==> config.mk <==
export PLATFORM = sky130hd
export DESIGN_NAME = bbox_pixel_scanner
export DESIGN_NICKNAME = d
export VERILOG_FILES = /design/src/rtl/bbox_pixel_scanner.sv
export SDC_FILE = /design/constraint.sdc
export NUM_CORES = 1
export LEC_CHECK = 0
export BUFFER_PORTS_ARGS = -buffer_cell sky130_fd_sc_hd__buf_2
export CAP_MARGIN = 40
export CORE_MARGIN = 2
export CORE_UTILIZATION = 30
export CTS_BUF_LIST = sky130_fd_sc_hd__clkbuf_16
export DETAILED_ROUTE_END_ITERATION = 8
export HOLD_SLACK_MARGIN = 0.03
export PLACE_DENSITY_LB_ADDON = 0.12
export RECOVER_POWER = 100
export SKIP_LAST_GASP = 1
export SLEW_MARGIN = 20
export SYNTH_ARGS = -nofsm -noshare
export SYNTH_HDL_FRONTEND = slang
export SYNTH_SLANG_ARGS = --single-unit
==> constraint.sdc <==
create_clock -name clk_in -period 5.8 [get_ports clk_in]
set_input_delay 0.29 -clock clk_in [delete_from_list [all_inputs] [get_ports clk_in]]
set_output_delay 0.29 -clock clk_in [all_outputs]
set_load 0.02 [all_outputs]
==> src/rtl/bbox_pixel_scanner.sv <==
// bbox_pixel_scanner: walks an axis-aligned bounding box in raster order and
// emits one (x, y) coordinate per accepted pixel handshake. A box is taken
// only when the scanner is idle. It is then fully drained, or aborted, before
// the next box is taken.
module bbox_pixel_scanner #(
    parameter int HRES = 320,
    parameter int VRES = 180,
    localparam int XW = $clog2(HRES),
    localparam int YW = $clog2(VRES)
) (
    input  logic          clk_in,
    input  logic          rst_in,
    input  logic          bbox_valid_in,
    output logic          bbox_ready_out,
    input  logic [XW-1:0] x_min_in,
    input  logic [XW-1:0] x_max_in,
    input  logic [YW-1:0] y_min_in,
    input  logic [YW-1:0] y_max_in,
    input  logic          abort_in,
    output logic          px_valid_out,
    input  logic          px_ready_in,
    output logic [XW-1:0] x_out,
    output logic [YW-1:0] y_out,
    output logic          last_out,
    output logic          done_out
);

    typedef enum logic {
        IDLE = 1'b0,
        SCAN = 1'b1
    } state_t;

    localparam logic [XW-1:0] X_LIM = XW'(HRES - 1);
    localparam logic [YW-1:0] Y_LIM = YW'(VRES - 1);

    state_t        state_q, state_d;
    logic [XW-1:0] x_q, x_d;
    logic [YW-1:0] y_q, y_d;
    logic [XW-1:0] x_min_q, x_min_d;
    logic [XW-1:0] x_max_q, x_max_d;
    logic [YW-1:0] y_max_q, y_max_d;
    logic          done_q, done_d;

    logic [XW-1:0] x_max_clamp;
    logic [YW-1:0] y_max_clamp;
    logic          box_empty;
    logic          x_at_end;
    logic          y_at_end;

    // Clamp the offered box to the screen and flag boxes that contain no pixels
    always_comb begin
        x_max_clamp = (x_max_in > X_LIM) ? X_LIM : x_max_in;
        y_max_clamp = (y_max_in > Y_LIM) ? Y_LIM : y_max_in;
        box_empty   = (x_min_in > x_max_clamp) || (y_min_in > y_max_clamp);
    end

    // The scan position never passes the latched max, so plain equality ends a row or the box
    always_comb begin
        x_at_end = (x_q == x_max_q);
        y_at_end = (y_q == y_max_q);
    end

    // Next-state logic: box accept, raster advance, abort and done pulse
    always_comb begin
        state_d = state_q;
        x_d     = x_q;
        y_d     = y_q;
        x_min_d = x_min_q;
        x_max_d = x_max_q;
        y_max_d = y_max_q;
        done_d  = 1'b0;

        case (state_q)
            IDLE: begin
                // An empty box is consumed here without ever entering SCAN
                if (bbox_valid_in && !box_empty) begin
                    state_d = SCAN;
                    x_d     = x_min_in;
                    y_d     = y_min_in;
                    x_min_d = x_min_in;
                    x_max_d = x_max_clamp;
                    y_max_d = y_max_clamp;
                end
            end
            SCAN: begin
                // Abort wins over a handshake in the same cycle; that pixel is dropped
                if (abort_in) begin
                    state_d = IDLE;
                end else if (px_ready_in) begin
                    if (!x_at_end) begin
                        x_d = x_q + XW'(1);
                    end else if (!y_at_end) begin
                        x_d = x_min_q;
                        y_d = y_q + YW'(1);
                    end else begin
                        state_d = IDLE;
                        done_d  = 1'b1;
                    end
                end
            end
            default: begin
                state_d = IDLE;
            end
        endcase
    end

    // State and datapath registers, cleared asynchronously so outputs drop without a clock
    always_ff @(posedge clk_in or posedge rst_in) begin
        if (rst_in) begin
            state_q <= IDLE;
            x_q     <= '0;
            y_q     <= '0;
            x_min_q <= '0;
            x_max_q <= '0;
            y_max_q <= '0;
            done_q  <= 1'b0;
        end else begin
            state_q <= state_d;
            x_q     <= x_d;
            y_q     <= y_d;
            x_min_q <= x_min_d;
            x_max_q <= x_max_d;
            y_max_q <= y_max_d;
            done_q  <= done_d;
        end
    end

    // Outputs are pure decodes of registered state
    always_comb begin
        bbox_ready_out = (state_q == IDLE);
        px_valid_out   = (state_q == SCAN);
        x_out          = x_q;
        y_out          = y_q;
        last_out       = x_at_end && y_at_end && (state_q == SCAN);
        done_out       = done_q;
    end

endmodule
==> impl_results.md, run 1 <==
* Global-route wire length before repair at roughly 12000 microns
* Crit path cell chain: clkbuf_1 > inv_1 > nand2_1 > or4_4 > o21a_1 > mux2_1
* P&R area growth vs syn at 17.22%
* Syn Area/Cell at 9.368 sq um
* GRT overflow at 0
* WP data arrival at between 3 and 4 ns
* Drt total wl at 7438 microns
* IO buf count at slightly below 60
* Synth Net Count at 366
* Gr usage total at between 10% and 20%
* Worst hold path cell count at 3
* Run status: finished with violations
* Critical Path Source Type: register
* DP Cell Count at just under 500
* Crit path launch: px_valid_out$_DFF_PP0_
* Setup Buffers After CTS at 0
* DRC Markers at 0
* Register share of total power at 41.1%
* Dpl hpwl at between 5000 and 6000 microns
* Initial antenna violation count at 0
* Cell count after synthesis at slightly above 300
* Drt pass-1 iters at 4
* CTS sink cnt at between 40 and 50
* Hold_ws at ~0.26 ns
* Highest-delay cell along the critical path: clkbuf_1
* Failing checks: max-capacitance violations, max-slew violations
* Placer congestion estimate at 0.7969
* Synth unique cells at 42
* Post-CTS sizing at 0
* Largest net degree at the start of global routing at 57
* WS Path Type: reg2reg
* # setup viols final at 0
* Clock Skews at between 0.004 and 0.005 ns
* Final hold vios at 0
* Routed len/inst at about 15 microns
* Cts hold-fix bufs at 1
* Nets at 420
* ANT cells at 0
* H-tree depth at 2
* Post-synthesis sequential area ratio at 39.03%
* Final cell area excluding filler cells at ~3400 sq um
* Lkg Pwr at 1.573 nW
* Post-DP Area at between 3000 and 4000 sq um
* CTS buffer count at 5
* CP endpoint kind: register
* Psw at 0.5997 mW
* Ports at 60
* Yosys top cell area share at roughly two fifths
* Internal at 0.8893 mW
* Setup TNS at 0 ns
* FP Rows at 35
* R2r startpoint: px_valid_out$_DFF_PP0_
* Clk Latency, worst-skew pair at between 0.2 and 0.3 ns
* Fin crit share at approximately 64%
* Via count at approximately 2300
* Final antenna-violating net count at 0
* Fin crit period at 3.701 ns
* Worst R2R End: x_out[0]$_DFFE_PP0P_
* Final Util at 36.43%
* Flops & latches, synth at 45
* Least-Margin Pin Slew at roughly 1.7 ns
* Core box area at approximately 9300 sq um
* Yosys top cell by area: dfrtp_1
* Total chip power at 1.489 mW
* Drt via density at around 4.8
* Slew Viols, Final at 31
* Share of cells above drive strength 1 at between 10% and 20%
* Synthesized cell area at 2885 sq um
* Number of max-cap violations at 1
* DR iter-0 viols at a little over 70
* Power per standard cell area at ~440 nW/um^2
* Sw Share at about two fifths
* Initial Utilization at between 30% and 40%
* Delay of the slowest cell on the worst path at 1.02 ns
* Post-Place Setup Slack at 2.314 ns
* Worst min-delay path endpoint: px_valid_out$_DFF_PP0_
* Non-Filler Instances at between 400 and 500
* Synth area leaders: dfrtp_1 39%, ha_1 8.2%, nand2_1 6.2%, xor2_1 6.1%, o21ai_0 5.0%
* Hold Crit Start: abort_in
* Fill count at a little over 1000
* Clock slew at reported path FFs at 0.06 ns
* Number of global-route vias before repair at 2239
* Worst slew margin at -15.53%
* Worst vdd rail ir drop at 0.1352 mV
* CP Max Fanout at 56
* Comb power frac at between 30% and 40%
* DIE HEIGHT at between 100 and 150 microns
* Root Driver: clkbuf_16
* CP Data Required Time at roughly 6 ns
* Max Freq at around 0.27 GHz
* RSZ-0062 raised after global routing: false
* Reg2Reg Depth at 6
* Die Area at around 10000 sq um
* Die W at 102.1 microns
* CTS tree: done
* Clk pwr share at between 20% and 30%
* Hold WC Path Type: in2reg
* Yosys warnings at 0
* Post-route worst setup slack at 2.099 ns
* Longest Clk Path Bufs at 2
* Reg-to-reg slack, setup at 2.10 ns
cells by family after synthesis:
kind of cell | share of synthesized area [%]
adder cells (fa/ha/maj) | 8.239
AND/OR/NAND/NOR | 16.61
buffers and inverters | 4.163
AO/OA/AOI/OAI | 15.48
XOR/XNOR | 7.285
flip-flops | 39.03
multiplexers | 9.194
power groups by stage:
stage               registers (mW)  clock network (mW)  logic [mW]
floorplan                    0.643                   0       0.401
finish                       0.612               0.319       0.558
global route                 0.638               0.342       0.636
global placement             0.620                   0       0.607
detailed placement           0.622                   0       0.611
CTS                          0.616               0.330       0.614
registers in the layout, indices dropped and copies added (netlist names):
register	count
done_out	1
px_valid_out	1
x_max_q	9
x_min_q	9
x_out	9
y_max_q	8
y_out	8
cells in the mapped netlist, drive strengths merged:
cell	number
a211o	2
a21oi	13
a22oi	2
a2bb2oi	3
a311oi	1
a31oi	1
and3	1
buf	6
clkbuf	9
dfrtp	45
ha	19
inv	11
mux2	17
mux2i	4
nand2	49
nand2b	2
nand3	12
nand3b	1
nand4	5
nor2	17
nor2b	2
nor3	7
nor4	3
o211a	2
o211ai	2
o21a	2
o21ai	29
o221ai	5
o22ai	3
o2bb2a	5
or2	1
or3	1
or3b	1
or4	1
xnor2	4
xor2	20
cells in the final DEF (no fill, tap or decap), types with 8 or more instances in the layout:
cell	count
nand2_1	49
dfrtp_1	45
buf_2	39
o21ai_0	29
clkbuf_1	22
xor2_1	20
ha_1	19
nor2_1	17
a21oi_1	13
inv_1	12
nand3_1	12
mux2_1	9
mux2_2	8
metal layers:
metal / track usage, % / routed length, microns / share of wire (%)
met5: 0 / 0 / 0
met4: 3.077 / 56 / 0.75
met3: 2.462 / 225 / 3.0
met2: 23.84 / 3418 / 46
met1: 22.08 / 3739 / 50
cell type report:
| type | instances | area, sq um | share of cell area, % |
|---|---|---|---|
| Timing Repair Buffer | 62 | 287.8 | 8.509 |
| Clock buffer | 5 | 125.1 | 3.700 |
| Clock inverter | 3 | 37.54 | 1.110 |
| Multi-Input combinational cell | 237 | 1603 | 47.39 |
| Sequential cell | 45 | 1126 | 33.30 |
| Inverter | 11 | 41.29 | 1.221 |
| Tap cell | 129 | 161.4 | 4.772 |
worst max-delay path by stage:
| stage | end | slack (ns) | depth (start not counted) |
|---|---|---|---|
| 2_1_floorplan | x_out[0]$_DFFE_PP0P_ | 2.97 | 12 |
| 3_3_place_gp | x_out[4]$_DFFE_PP0P_ | 2.38 | 11 |
| 3_5_place_dp | x_out[4]$_DFFE_PP0P_ | 2.31 | 11 |
| 4_1_cts | x_out[2]$_DFFE_PP0P_ | 2.61 | 11 |
| 5_1_grt | x_out[4]$_DFFE_PP0P_ | 1.66 | 6 |
| 6_report | x_out[0]$_DFFE_PP0P_ | 2.10 | 6 |
critical path, delay by kind of cell, from the launching register on:
family                 cells  cell delay (ns)
buffers and inverters      2             1.70
flip-flops                 1             0.32
AO/OA/AOI/OAI              1             0.46
AND/OR/NAND/NOR            2             0.71
multiplexers               1             0.37
No activity file was read; power rests on OpenSTA's default activity.
==> run 2: changes to the inputs <==
Clock period 5.8 ns to 3.25 ns, I/O delays scaled along.
==> run 2 against run 1 <==
  * Clock skew increased by 0.0012 ns
  * Combinational power grew 85%
  * The flow still finishes with violations (max-capacitance violations, max-slew violations)
  * Final cell count increased by 1.2%
  * Non-clock buffer count grew 6
  * Core utilization rose by 0.36 points
  * Global-route usage up 0.44 points
==> impl_results.md, run 2 (synthesis gave the netlist of run 1 again) <==
* Drt pass-1 iters at 4 (unchanged)
* CTS tree: done
* Critical path's most frequent cell: nor2_1
* Clock slew at reported path FFs at 0.06 ns (about the same)
* Comb power frac at 38.2% (+0.8 points)
* Least-Margin Pin Slew at 1.772 ns (+0.03958 ns)
* Sw Share at 40.71% (+0.43 points)
* FP Rows at 35 (unchanged)
* Placer congestion estimate at 0.8055 (+1.1%)
* Longest Clk Path Bufs at 2 (unchanged)
* Initial antenna violation count at 0 (unchanged)
* Post-DP Area at 3336 sq um (+1.4%)
* Psw at 1.100 mW (+83%)
* Final cell area excluding filler cells at 3416 sq um (+1.0%)
* Max Freq at approximately 0.36 GHz
* Ports at 60 (unchanged)
* IO buf count at 59 (unchanged)
* Internal at 1.603 mW (+80%)
* Worst path bufs/invs at 3 (+1)
* Largest net degree at the start of global routing at 32 (-44%)
* Worst vdd rail ir drop at 0.2603 mV (+93%)
* Initial Utilization at 31.08% (unchanged)
* Register share of total power at 40.3% (-0.8 points)
* Crit path cell chain: buf_2 > inv_1 > nor2_1 > nor2_1 > ha_1 > nand4_1 > or3_1 > o211a_1 > or4_4 > clkbuf_2 > mux2_2
* WP data arrival at 2.96 ns (-0.90 ns)
* Run status: finished with violations
* CP Data Required Time at 3.42 ns (-2.54 ns)
* Die Area at 10420 sq um (unchanged)
* Final antenna-violating net count at 0 (unchanged)
* DR iter-0 viols at 77 (+6.9%)
* Leading cell type in the layout, fill and taps excluded: nand2_1
* Non-Filler Instances at 498 (+1.2%)
* Slew Viols, Final at 32 (+3.2%)
* Clk pwr share at 21.5% (about the same)
* Global-route wire length before repair at 12440 microns (+2.0%)
* Fin crit period at ~2.8 ns
* Number of global-route vias before repair at 2323 (+3.8%)
* CP endpoint kind: register
* Via count at 2410 (+2.8%)
* RSZ-0062 raised after global routing: false
* P&R area growth vs syn at 18.39%
* Drt total wl at 7858 microns (+5.6%)
* DIE HEIGHT at 102.1 microns (unchanged)
* Highest-delay cell along the critical path: or4_4
* DRC Markers at 0 (unchanged)
* Register Area at 1126 sq um (unchanged)
* Nets at 426 (+1.4%)
* Share of cells above drive strength 1 at 16.80% (+1.1 points)
* Die W at 102.1 microns (unchanged)
* Hold WC Path Type: in2reg
* Area of the multi-input gates at 1597 sq um (-0.39%)
* CTS buffer count at 5 (unchanged)
* Setup Buffers After CTS at 0 (unchanged)
* Root Driver: clkbuf_16
* # setup viols final at 0 (unchanged)
* Setup TNS at 0 ns (unchanged)
* CTS sink cnt at 45 (unchanged)
* Failing checks: max-capacitance violations, max-slew violations
* Power per standard cell area at 791.4 nW/um^2 (+80%)
* CP Max Fanout at 25 (-55%)
* Hold_ws at 0.1382 ns (-0.1233 ns)
* H-tree depth at 2 (unchanged)
* Core box area at 9284 sq um (unchanged)
* Commonest cells after routing, fill and taps aside: 49 x nand2_1, 45 x dfrtp_1, 40 x buf_2
* Delay of the slowest cell on the worst path at 0.58 ns (-0.44 ns)
* CP top delay family: simple AND/OR/NAND/NOR gates
* Clk Latency, worst-skew pair at 0.29 ns (about the same)
* Reg-to-reg slack, setup at 0.60 ns (-1.50 ns)
* Critical path depth in cells at 11 (+5)
* WS Path Type: in2reg
* Drt via density at 4.839 (+1.6%)
* Routed len/inst at 15.78 microns (+4.4%)
* Worst R2R End: y_out[1]$_DFFE_PP0P_
* Worst min-delay path endpoint: px_valid_out$_DFF_PP0_
* DP Cell Count at 489 (+1.2%)
* Critical Path Source Type: primary input
* Hold Crit Start: abort_in
* Clock Skews at 0.005317 ns (+0.001229 ns)
* Final hold vios at 0 (unchanged)
* R2r startpoint: x_out[3]$_DFFE_PP0P_
* Gr usage total at 15.60% (+0.44 points)
* GRT overflow at 0 (unchanged)
* Number of max-cap violations at 1 (unchanged)
* ANT cells at 0 (unchanged)
* Fin crit share at roughly 86%
* Fill count at 1036 (+0.097%)
* Reg2Reg Depth at 6 (unchanged)
* Worst hold path cell count at 3 (unchanged)
* Worst slew margin at -18.17% (-2.6 points)
* Lkg Pwr at 1.584 nW (+0.70%)
* Final Util at 36.79% (+0.36 points)
* Dpl hpwl at 6029 microns (+5.0%)
-- run 2: per-layer routing --
metal / vias to the layer above / GRT usage (%) / share of wire [%] / wire [microns]
met4: 0 / 3.692 / 0.75 / 59
met1: 1129 / 23.01 / 52 / 4051
met5: - / 0 / 0 / 0
met2: 58 / 24.29 / 44 / 3439
li1: 1219 / - / - / -
met3: 4 / 2.052 / 3.9 / 308
-- run 2: cell type report --
cell class              instances  area share, %
multi-input cells             237          46.74
flip-flops and latches         45          32.97
clock buffers                   5          3.663
well taps                     129          4.725
clock inverters                 3          1.099
inverters                      11          1.209
repair buffers                 68          9.597
-- run 2: worst reg2reg max path, stage by stage, from the launching register on --
cell and delay, ns:
dfrtp_1 0.47, xor2_1 0.22, nor4_2 0.25, nand4_1 0.27, or3b_1 0.63, nand2_1 0.33, mux2_2 0.37
-- run 2: worst max-delay path by stage --
stage,startpoint,endpoint,slack [ns]
6_report,x_max_in[8],x_min_q[3]$_DFFE_PP0P_,0.46
5_1_grt,rst_in,y_max_q[3]$_DFFE_PP0P_,0.13
4_1_cts,x_max_in[8],x_out[7]$_DFFE_PP0P_,0.43
3_5_place_dp,x_max_in[8],x_out[7]$_DFFE_PP0P_,0.12
3_3_place_gp,x_max_in[8],x_out[4]$_DFFE_PP0P_,0.20
2_1_floorplan,x_max_in[8],x_out[0]$_DFFE_PP0P_,0.55
-- run 2: power by group through the flow --
stage / logic [mW] / clock network (mW) / registers (mW)
after global placement: 1.13 / 0 / 1.10
after floorplan: 0.716 / 0 / 1.15
final: 1.03 / 0.581 / 1.09
after detailed placement: 1.14 / 0 / 1.10
after global routing: 1.17 / 0.611 / 1.13
after CTS: 1.14 / 0.600 / 1.09
-- run 2: through the flow --
step	total power, mW	worst slack [ns]
after global placement	2.222	0.2035
after detailed placement	2.236	0.1227
after floorplan	1.863	0.5519
after CTS	2.830	0.4263
final	2.703	0.4642
after global routing	2.908	0.1271
-- run 2: what timing repair did --
item                      CTS  global route
hold endpoints to repair   14             0
resized for setup           0             0
hold buffers                1             0
==> run 3: changes to the inputs <==
Settings changed: CTS_BUF_LIST sky130_fd_sc_hd__clkbuf_16 to sky130_fd_sc_hd__clkbuf_8.
==> run 3 against run 2 <==
  * The run still ends with max-capacitance violations, max-slew violations left
  * Total power down 4.5%
  * Clock power fell by 21%
  * Fmax rose by 0.27%
  * Critical endpoint unchanged
  * First-iteration DRC count is 16% higher
  * Non-clock buffer count unchanged
  * Combinational power hardly changed
  * Core utilization fell by 0.50 points
  * Design area is 1.4% lower
  * Hold slack lost 0.027 ns
  * Final cell count unchanged
  * Register-to-register slack about the same
  * Flip-flop and latch count unchanged
==> impl_results.md, run 3 (synthesis gave the netlist of run 1 again) <==
* Met1 GRT Util at 23.29% (+0.28 points)
* Reg-to-reg slack, setup at 0.59 ns (about the same)
* CP top delay family: simple AND/OR/NAND/NOR gates
* Slew Viols, Final at 32 (unchanged)
* Worst path bufs/invs at 3 (unchanged)
* GRT overflow at 0 (unchanged)
* Gr usage total at 15.75% (+0.15 points)
* Clk Latency, worst-skew pair at 0.30 ns (about the same)
* IO buf count at 59 (unchanged)
* Failing checks: max-capacitance violations, max-slew violations
* Largest net degree at the start of global routing at 32 (unchanged)
* CTS sink cnt at 45 (unchanged)
* Die Area at 10420 sq um (unchanged)
* Fin crit share at 85.49% (-0.23 points)
* Ports at 60 (unchanged)
* Drt via density at 4.876 (+0.75%)
* Delay of the slowest cell on the worst path at 0.58 ns (about the same)
* Final cell area excluding filler cells at 3369 sq um (-1.4%)
* Longest Clk Path Bufs at 2 (unchanged)
* R2r startpoint: x_out[3]$_DFFE_PP0P_
* Worst slew margin at -18.88% (-0.71 points)
* Drt total wl at 7934 microns (+0.97%)
* Initial antenna violation count at 0 (unchanged)
* Non-Filler Instances at 498 (unchanged)
* Die W at 102.1 microns (unchanged)
* ANT cells at 0 (unchanged)
* Clock Skews at 0.006850 ns (+0.001533 ns)
* Critical path's most frequent cell: nor2_1
* Global-route wire length before repair at 12480 microns (+0.34%)
* Highest-delay cell along the critical path: or4_4
* Worst hold path cell count at 3 (unchanged)
* Global routing met2 resource utilization at 24.19% (-0.10 points)
* P&R area growth vs syn at 16.78%
* DR iter-0 viols at 89 (+16%)
* DP Cell Count at 489 (unchanged)
* Max Freq at 0.3599 GHz (+0.27%)
* Total chip power at 2.581 mW (-4.5%)
* Initial Utilization at 31.08% (unchanged)
* Share of cells above drive strength 1 at 17.07% (+0.27 points)
* Post-DP Area at 3336 sq um (unchanged)
* Fill count at 1048 (+1.2%)
* Number of global-route vias before repair at 2308 (-0.65%)
* Run status: finished with violations
* Dpl hpwl at 6029 microns (unchanged)
* RSZ-0062 raised after global routing: false
* FP Rows at 35 (unchanged)
* Routed len/inst at 15.93 microns (+0.97%)
* GRT Max-Usage Layer: met2
* Hold Crit Start: abort_in
* Met3 Usage GRT at 2.462% (+0.41 points)
* WP data arrival at 2.97 ns (about the same)
* Crit path cell chain: buf_2 > inv_1 > nor2_1 > nor2_1 > ha_1 > nand4_1 > or3_1 > o211a_1 > or4_4 > clkbuf_2 > mux2_2
* CTS tree: done
* H-tree depth at 2 (unchanged)
* # setup viols final at 0 (unchanged)
* Clock slew at reported path FFs at 0.09 ns (+0.03 ns)
* Critical Path Source Type: primary input
* Commonest cells after routing, fill and taps aside: 49 x nand2_1, 45 x dfrtp_1, 40 x buf_2
* Lkg Pwr at 1.564 nW (-1.3%)
* Final antenna-violating net count at 0 (unchanged)
* CP Data Required Time at 3.45 ns (+0.03 ns)
* Number of max-cap violations at 1 (unchanged)
* Placer congestion estimate at 0.8055 (unchanged)
* Least-Margin Pin Slew at 1.783 ns (+0.01069 ns)
* Setup TNS at 0 ns (unchanged)
* Worst vdd rail ir drop at 0.2600 mV (-0.13%)
* Via count at 2428 (+0.75%)
* Worst R2R End: y_out[1]$_DFFE_PP0P_
* CP Max Fanout at 25 (unchanged)
* Core box area at 9284 sq um (unchanged)
* Nets at 426 (unchanged)
* Fin crit period at 2.778 ns (-0.007399 ns)
* Leading cell type in the layout, fill and taps excluded: nand2_1
* Post-CTS sizing at 0 (unchanged)
* WS Path Type: in2reg
* Power per standard cell area at 766.0 nW/um^2 (-3.2%)
* CP endpoint kind: register
* Hold WC Path Type: in2reg
* Reg2Reg Depth at 6 (unchanged)
* DIE HEIGHT at 102.1 microns (unchanged)
* Final hold vios at 0 (unchanged)
* CTS buffer count at 5 (unchanged)
* DRC Markers at 0 (unchanged)
* Drt pass-1 iters at 4 (unchanged)
* Root Driver: clkbuf_8
* Worst min-delay path endpoint: px_valid_out$_DFF_PP0_
[run 3: changes by cell type in the layout (fill, tap and decap cells not counted)]
cell       delta
clkbuf_8      +6
clkinv_1      -1
clkbuf_16     -5
[run 3: worst max path at each step]
| stage | from | to | cells past startpoint |
|---|---|---|---|
| CTS | x_max_in[8] | x_out[7]$_DFFE_PP0P_ | 11 |
| global placement | x_max_in[8] | x_out[4]$_DFFE_PP0P_ | 11 |
| finish | x_max_in[8] | x_min_q[3]$_DFFE_PP0P_ | 11 |
| global route | rst_in | y_max_q[3]$_DFFE_PP0P_ | 4 |
| floorplan | x_max_in[8] | x_out[0]$_DFFE_PP0P_ | 12 |
| detailed placement | x_max_in[8] | x_out[7]$_DFFE_PP0P_ | 11 |
[run 3: area by class of cell]
class,count,area [sq um],share of cell area [%]
Multi-Input combinational cell,237,1597,47.38
Clock inverter,2,33.78,1.003
Sequential cell,45,1126,33.42
Clock buffer,6,82.58,2.451
Tap cell,129,161.4,4.790
Inverter,11,41.29,1.225
Timing Repair Buffer,68,327.8,9.729
[run 3: repair_timing]
action | CTS | global route
hold buffers | 1 | 0
setup buffers | 0 | 0
endpoints found under the hold margin | 14 | 0
endpoints found under the setup margin | 0 | 0
[run 3: per-stage QoR]
step	worst slack (ns)	hold WS [ns]	utilization (%)
after floorplan	0.5519	0.3130	-
after global placement	0.2035	0.4352	35.71
after detailed placement	0.1227	0.1762	35.93
after CTS	0.4577	0.1021	37.29
after global routing	0.1580	0.1225	36.29
final	0.4716	0.1108	36.29
[run 3: where the power goes]
part | internal (mW) | switching, mW | leakage (nW) | total (mW)
sequential | 0.799 | 0.291 | 0.542 | 1.09
clock | 0.248 | 0.209 | 0.0626 | 0.457
combinational | 0.444 | 0.591 | 0.960 | 1.03
total | 1.49 | 1.09 | 1.56 | 2.58
[run 3: worst register-to-register path, stage by stage (launching register included)]
cell and delay [ns]:
dfrtp_1 0.48, xor2_1 0.22, nor4_2 0.25, nand4_1 0.28, or3b_1 0.63, nand2_1 0.33
mux2_2 0.37
[run 3: routing by layer]
metal	wire length [microns]	share of wire, %	vias to the layer above
li1	-	-	1215
met1	4060	51	1148
met2	3468	44	57
met3	333	4.2	8
met4	71	0.89	0
met5	0	0	-
